===== config.mk =====
export PLATFORM = sky130hd
export DESIGN_NAME = gated_pulse_counter
export DESIGN_NICKNAME = d
export VERILOG_FILES = /design/src/rtl/gated_pulse_counter.sv
export SDC_FILE = /design/constraint.sdc
export NUM_CORES = 1
export LEC_CHECK = 0
export CAP_MARGIN = 20
export CORE_MARGIN = 2
export CORE_UTILIZATION = 50
export CTS_CLUSTER_SIZE = 14
export DETAILED_ROUTE_END_ITERATION = 10
export GPL_TIMING_DRIVEN = 0
export PLACE_DENSITY = 0.84
export SLEW_MARGIN = 20
export SYNTH_ARGS = -nofsm -noshare
export SYNTH_HDL_FRONTEND = slang
export SYNTH_SLANG_ARGS = --single-unit

===== constraint.sdc =====
create_clock -name clk -period 5.8 [get_ports clk]
set_input_delay 1.16 -clock clk [delete_from_list [all_inputs] [get_ports clk]]
set_output_delay 1.16 -clock clk [all_outputs]
set_load 0.01 [all_outputs]

===== src/rtl/gated_pulse_counter.sv =====
`default_nettype none
//============================================================================
// Module      : gated_pulse_counter
// Description : Receiving end of the shaped-pulse interface. Over a
//               programmable integration gate it counts single-cycle pulses
//               on channel A and on channel B, and A/B coincidences within a
//               short window. It then holds the three counts for a
//               valid/ready readout.
// Ports       : clk       - system clock (500 MHz)
//               rst       - synchronous reset, active-high
//               pulse_a   - shaped pulse, channel A (1 cycle per event)
//               pulse_b   - shaped pulse, channel B (1 cycle per event)
//               start     - 1-cycle gate request, sampled only in IDLE
//               gate_len  - gate length in cycles, latched on accepted start
//               busy      - high while counting or holding results
//               valid     - results available
//               ready     - consumer accepts results when valid && ready
//               count_a   - channel A pulses in gate (saturating)
//               count_b   - channel B pulses in gate (saturating)
//               count_ab  - coincidences in gate (saturating)
//               overflow  - any counter saturated during this gate
// Revision    : 1.0 - initial release
//============================================================================
module gated_pulse_counter #(
    parameter int CNT_W     = 32,
    parameter int GATE_W    = 32,
    parameter int COINC_CYC = 5
) (
    input  logic              clk,
    input  logic              rst,
    input  logic              pulse_a,
    input  logic              pulse_b,
    input  logic              start,
    input  logic [GATE_W-1:0] gate_len,
    output logic              busy,
    output logic              valid,
    input  logic              ready,
    output logic [CNT_W-1:0]  count_a,
    output logic [CNT_W-1:0]  count_b,
    output logic [CNT_W-1:0]  count_ab,
    output logic              overflow
);

    localparam logic [1:0] c_IDLE  = 2'd0;
    localparam logic [1:0] c_COUNT = 2'd1;
    localparam logic [1:0] c_HOLD  = 2'd2;

    // A timer armed in cycle t is seen nonzero in cycles t+1 .. t+COINC_CYC-1,
    // so the window covers separations 0 .. COINC_CYC-1 cycles; a partner
    // arriving exactly COINC_CYC cycles later falls outside it.
    localparam logic [3:0] c_TMR_LOAD = 4'(COINC_CYC - 1);

    logic [1:0]        r_state;
    logic [GATE_W-1:0] r_remain;
    logic              r_busy;
    logic              r_valid;
    logic              r_overflow;
    logic [CNT_W-1:0]  r_count_a;
    logic [CNT_W-1:0]  r_count_b;
    logic [CNT_W-1:0]  r_count_ab;
    logic [3:0]        r_tmr_a;
    logic [3:0]        r_tmr_b;

    logic              w_ab_hit;
    logic [3:0]        w_tmr_a_nxt;
    logic [3:0]        w_tmr_b_nxt;
    logic              w_sat_a;
    logic              w_sat_b;
    logic              w_sat_ab;
    logic              w_ovf_hit;

    // Coincidence pairing. Priority order guarantees each pulse joins at most
    // one coincidence: a pulse that consumes the partner's timer is not armed.
    always_comb begin
        w_ab_hit    = 1'b0;
        w_tmr_a_nxt = (r_tmr_a != 4'd0) ? (r_tmr_a - 4'd1) : 4'd0;
        w_tmr_b_nxt = (r_tmr_b != 4'd0) ? (r_tmr_b - 4'd1) : 4'd0;
        if (pulse_a && pulse_b) begin
            w_ab_hit    = 1'b1;
            w_tmr_a_nxt = 4'd0;
            w_tmr_b_nxt = 4'd0;
        end else if (pulse_a && (r_tmr_b != 4'd0)) begin
            w_ab_hit    = 1'b1;
            w_tmr_b_nxt = 4'd0;
        end else if (pulse_b && (r_tmr_a != 4'd0)) begin
            w_ab_hit    = 1'b1;
            w_tmr_a_nxt = 4'd0;
        end else begin
            if (pulse_a) begin
                w_tmr_a_nxt = c_TMR_LOAD;
            end
            if (pulse_b) begin
                w_tmr_b_nxt = c_TMR_LOAD;
            end
        end
    end

    // An increment attempted on an all-ones counter is the saturation event.
    always_comb begin
        w_sat_a   = pulse_a  && (&r_count_a);
        w_sat_b   = pulse_b  && (&r_count_b);
        w_sat_ab  = w_ab_hit && (&r_count_ab);
        w_ovf_hit = w_sat_a || w_sat_b || w_sat_ab;
    end

    always_ff @(posedge clk) begin
        if (rst) begin
            r_state    <= c_IDLE;
            r_remain   <= '0;
            r_busy     <= 1'b0;
            r_valid    <= 1'b0;
            r_overflow <= 1'b0;
            r_count_a  <= '0;
            r_count_b  <= '0;
            r_count_ab <= '0;
            r_tmr_a    <= 4'd0;
            r_tmr_b    <= 4'd0;
        end else begin
            case (r_state)
                c_IDLE: begin
                    if (start) begin
                        r_remain   <= gate_len;
                        r_overflow <= 1'b0;
                        r_count_a  <= '0;
                        r_count_b  <= '0;
                        r_count_ab <= '0;
                        r_tmr_a    <= 4'd0;
                        r_tmr_b    <= 4'd0;
                        r_busy     <= 1'b1;
                        if (gate_len != '0) begin
                            r_state <= c_COUNT;
                        end else begin
                            // Zero-length gate: report empty results at once.
                            r_state <= c_HOLD;
                            r_valid <= 1'b1;
                        end
                    end
                end

                c_COUNT: begin
                    if (pulse_a && !w_sat_a) begin
                        r_count_a <= r_count_a + 1'b1;
                    end
                    if (pulse_b && !w_sat_b) begin
                        r_count_b <= r_count_b + 1'b1;
                    end
                    if (w_ab_hit && !w_sat_ab) begin
                        r_count_ab <= r_count_ab + 1'b1;
                    end
                    r_overflow <= r_overflow | w_ovf_hit;
                    r_tmr_a    <= w_tmr_a_nxt;
                    r_tmr_b    <= w_tmr_b_nxt;
                    // r_remain counts the COUNT cycles still to sample,
                    // including the current one.
                    if (r_remain == GATE_W'(1)) begin
                        r_state <= c_HOLD;
                        r_valid <= 1'b1;
                    end else begin
                        r_remain <= r_remain - 1'b1;
                    end
                end

                c_HOLD: begin
                    if (ready) begin
                        r_state <= c_IDLE;
                        r_valid <= 1'b0;
                        r_busy  <= 1'b0;
                    end
                end

                default: begin
                    r_state <= c_IDLE;
                    r_valid <= 1'b0;
                    r_busy  <= 1'b0;
                end
            endcase
        end
    end

    assign busy     = r_busy;
    assign valid    = r_valid;
    assign overflow = r_overflow;
    assign count_a  = r_count_a;
    assign count_b  = r_count_b;
    assign count_ab = r_count_ab;

endmodule
`default_nettype wire


==> out/qor.txt <==
Nets - 1138
Tmin final - 3.55 ns
Fin. max-slew vios - 0
Seq cells post-synth - 141
Sequential share of the synthesized area - 0.379
Final Skew - 0.00566 ns
CP Launch Type - primary input
GP Congestion - 0.942
Slew @ Worst Pin - 0.943 ns
Most common cell after layout, fill and taps aside - dfxtp_1
Pin count of the biggest net entering global routing - 17
Port bufs - 134
Clk slew on worst S/H paths - 0.06 ns
Row count - 44
Root Driver - clkbuf_16
Antenna violations before repair - 1
Routed WL - 22700 um
Clk_lat worst skew - 0.42 ns
Asr flop ratio synth - 0
Syn. warnings - 0
Hold WS - 0.476 ns
CTS buffer count - 17
Multi-input gate area in the final layout - 4390 um2
Area delta synth->final - 28.8%
Power density cells - 268 nW/um2
Die width - 126 um
Core area - 14500 um2
Status - finished clean
Post-synth EDFFs - 0
Mean Syn Cell Area - 7.92 um2
Synth Flop Type - dfxtp_1
Leakage - 3.14 nW
Initial Util - 0.512
Flip-flop and latch area - 2820 um2
Max VDD drop - 0.211 mV
Crit Path Max Fanout - 10
Slew HR - 0.370
I/O Pins - 137
Setup TNS - 0 ns
# fillers - 1256
Finished Core Util - 0.659
Vias per std cell - 6.19
Cts repair resizes - 0
Final ANT Viol Nets - 0
WL per Instance - 17.7 um
Initial DRC Count - 995
Hold Vio Cnt, Final - 0
Met2 routed WL - 10800 um
Grt total ovfl - 0
First-pass GRT wire length - 36900 um
CTS tree - yes
H-tree Lvls - 4
Cts hold-fix bufs - 0
RSZ-0062 raised after global routing - no
Netlist cell types - 68
Commonest cells after routing, fill and taps aside - dfxtp_1 (141), nor2_1 (134), clkdlybuf4s50_1 (134)
Layout cells sized above 1 - 0.0390
Vias in the first global route - 7285
Post-synth net total - 985
DRC - 0
Drt first pass iters - 5
Via count - 7972
CTS sink cnt - 141
Final period util - 0.611
Postcts setup bufs - 0
Setup-failing EPs final - 0
Worst setup path class - in2reg
Dpl cell area - 9010 um2
Design Power - 2.57 mW
Fmax achieved - 282 MHz
Max Used Layer - met4
CTS Buffer Depth - 2
Cells after Synth - 939
Max_cap viols - 0
Post-route cell area - 9580 um2
Die area - 15900 um2
Crit end category - flop
Die Ht - 126 um
Cell Area, Synth - 7440 um2
Crit path DAT - 3.84 ns
Global Route Usage Sum - 0.283
Worst Hold Class - reg2reg
Worst Path Required - 6.09 ns
Met1 WL - 9320 um
Post-DP HPWL - 16300 um
Routed wl met3 - 2040 um
[cell usage after synthesis (all sizes together) (3+ instances only)]
cell type,count,area share
o31a,6,0.0071
a21oi,68,0.046
nor3b,7,0.0077
nand3b,3,0.0030
nor3,27,0.018
o21ai,46,0.031
and3,11,0.0092
dfxtp,141,0.38
o21a,5,0.0050
inv,14,0.0071
xnor2,22,0.026
o2111ai,4,0.0047
clkbuf,39,0.020
mux2i,4,0.0054
nor4,28,0.025
and2,9,0.0076
o41a,3,0.0045
or2,3,0.0029
xor2,55,0.065
nand4,53,0.045
o31ai,10,0.011
nor4b,4,0.0055
or3,21,0.018
o221ai,4,0.0047
a211oi,12,0.012
nand2,82,0.041
a31oi,8,0.0067
or4,13,0.014
nor2,135,0.069
nand3,38,0.026
ha,8,0.013
and4,12,0.014
o211ai,3,0.0030
nor2b,5,0.0042
o41ai,4,0.0047
buf,8,0.0045
[report_power, final]
| part | leakage, nW | total (mW) | switching (mW) | internal, mW |
|---|---|---|---|---|
| Sequential | 1.14 | 1.05 | 0.0405 | 1.01 |
| Clock | 0.276 | 1.07 | 0.405 | 0.661 |
| Combinational | 1.72 | 0.459 | 0.304 | 0.155 |
[final cells by class]
| cell class | count | share of cell area |
|---|---|---|
| Sequential cell | 141 | 0.295 |
| Clock buffer | 24 | 0.0503 |
| Timing Repair Buffer | 134 | 0.140 |
| Buffer | 47 | 0.0188 |
| Antenna cell | 1 | 0.000261 |
| Inverter | 14 | 0.00548 |
| Tap cell | 184 | 0.0240 |
| Clock inverter | 6 | 0.00901 |
| Multi-Input combinational cell | 737 | 0.458 |
[logic make-up (layout without fill, tap and decap cells)]
kind of cell             after synthesis  in the layout  share of synthesized area
XOR/XNOR                              77             77                     0.0906
buffers and inverters                 61            225                     0.0313
other                                  0              1                          0
AO/OA/AOI/OAI                        190            190                      0.162
AND/OR/NAND/NOR                      458            458                      0.318
adder cells (fa/ha/maj)                8              8                     0.0135
multiplexers                           4              4                    0.00538
flip-flops                           141            141                      0.379
[per-layer routing]
layer,vias up,track usage
met5,-,0
met4,0,0.105
met2,429,0.464
li1,3755,-
met1,3733,0.371
met3,55,0.0569
[sequential cells by signal, indices dropped and copies added, names as in the netlist]
register  count
count_ab     32
count_b      32
r_remain     32
r_tmr_b       4
r_tmr_a       4
valid         1
r_state       2
count_a      32
overflow      1
busy          1
[worst paths after layout]
check | end | startpoint | slack [ns] | cells past startpoint
min reg2reg | r_remain[22] | r_remain[22] | 0.48 | 2
min | r_remain[22] | r_remain[22] | 0.48 | 2
max | count_a[19] | start | 2.25 | 7
max reg2reg | count_ab[19] | count_ab[9] | 2.77 | 7
[per-stage QoR]
step           setup slack [ns]  instances
2_1_floorplan              2.80        939
3_3_place_gp               1.88       1257
3_5_place_dp               1.87       1257
4_1_cts                    2.28       1287
5_1_grt                    2.14       1287
6_report                   2.25       1288
[worst max-delay path: stages]
cell and delay, ns:
clkdlybuf4s50_1 0.48, or3b_1 0.47, buf_1 0.33, nand2_1 0.29
clkbuf_1 0.56, clkbuf_1 0.44, nor2_1 0.10
Power figures use the tool's default switching activity.
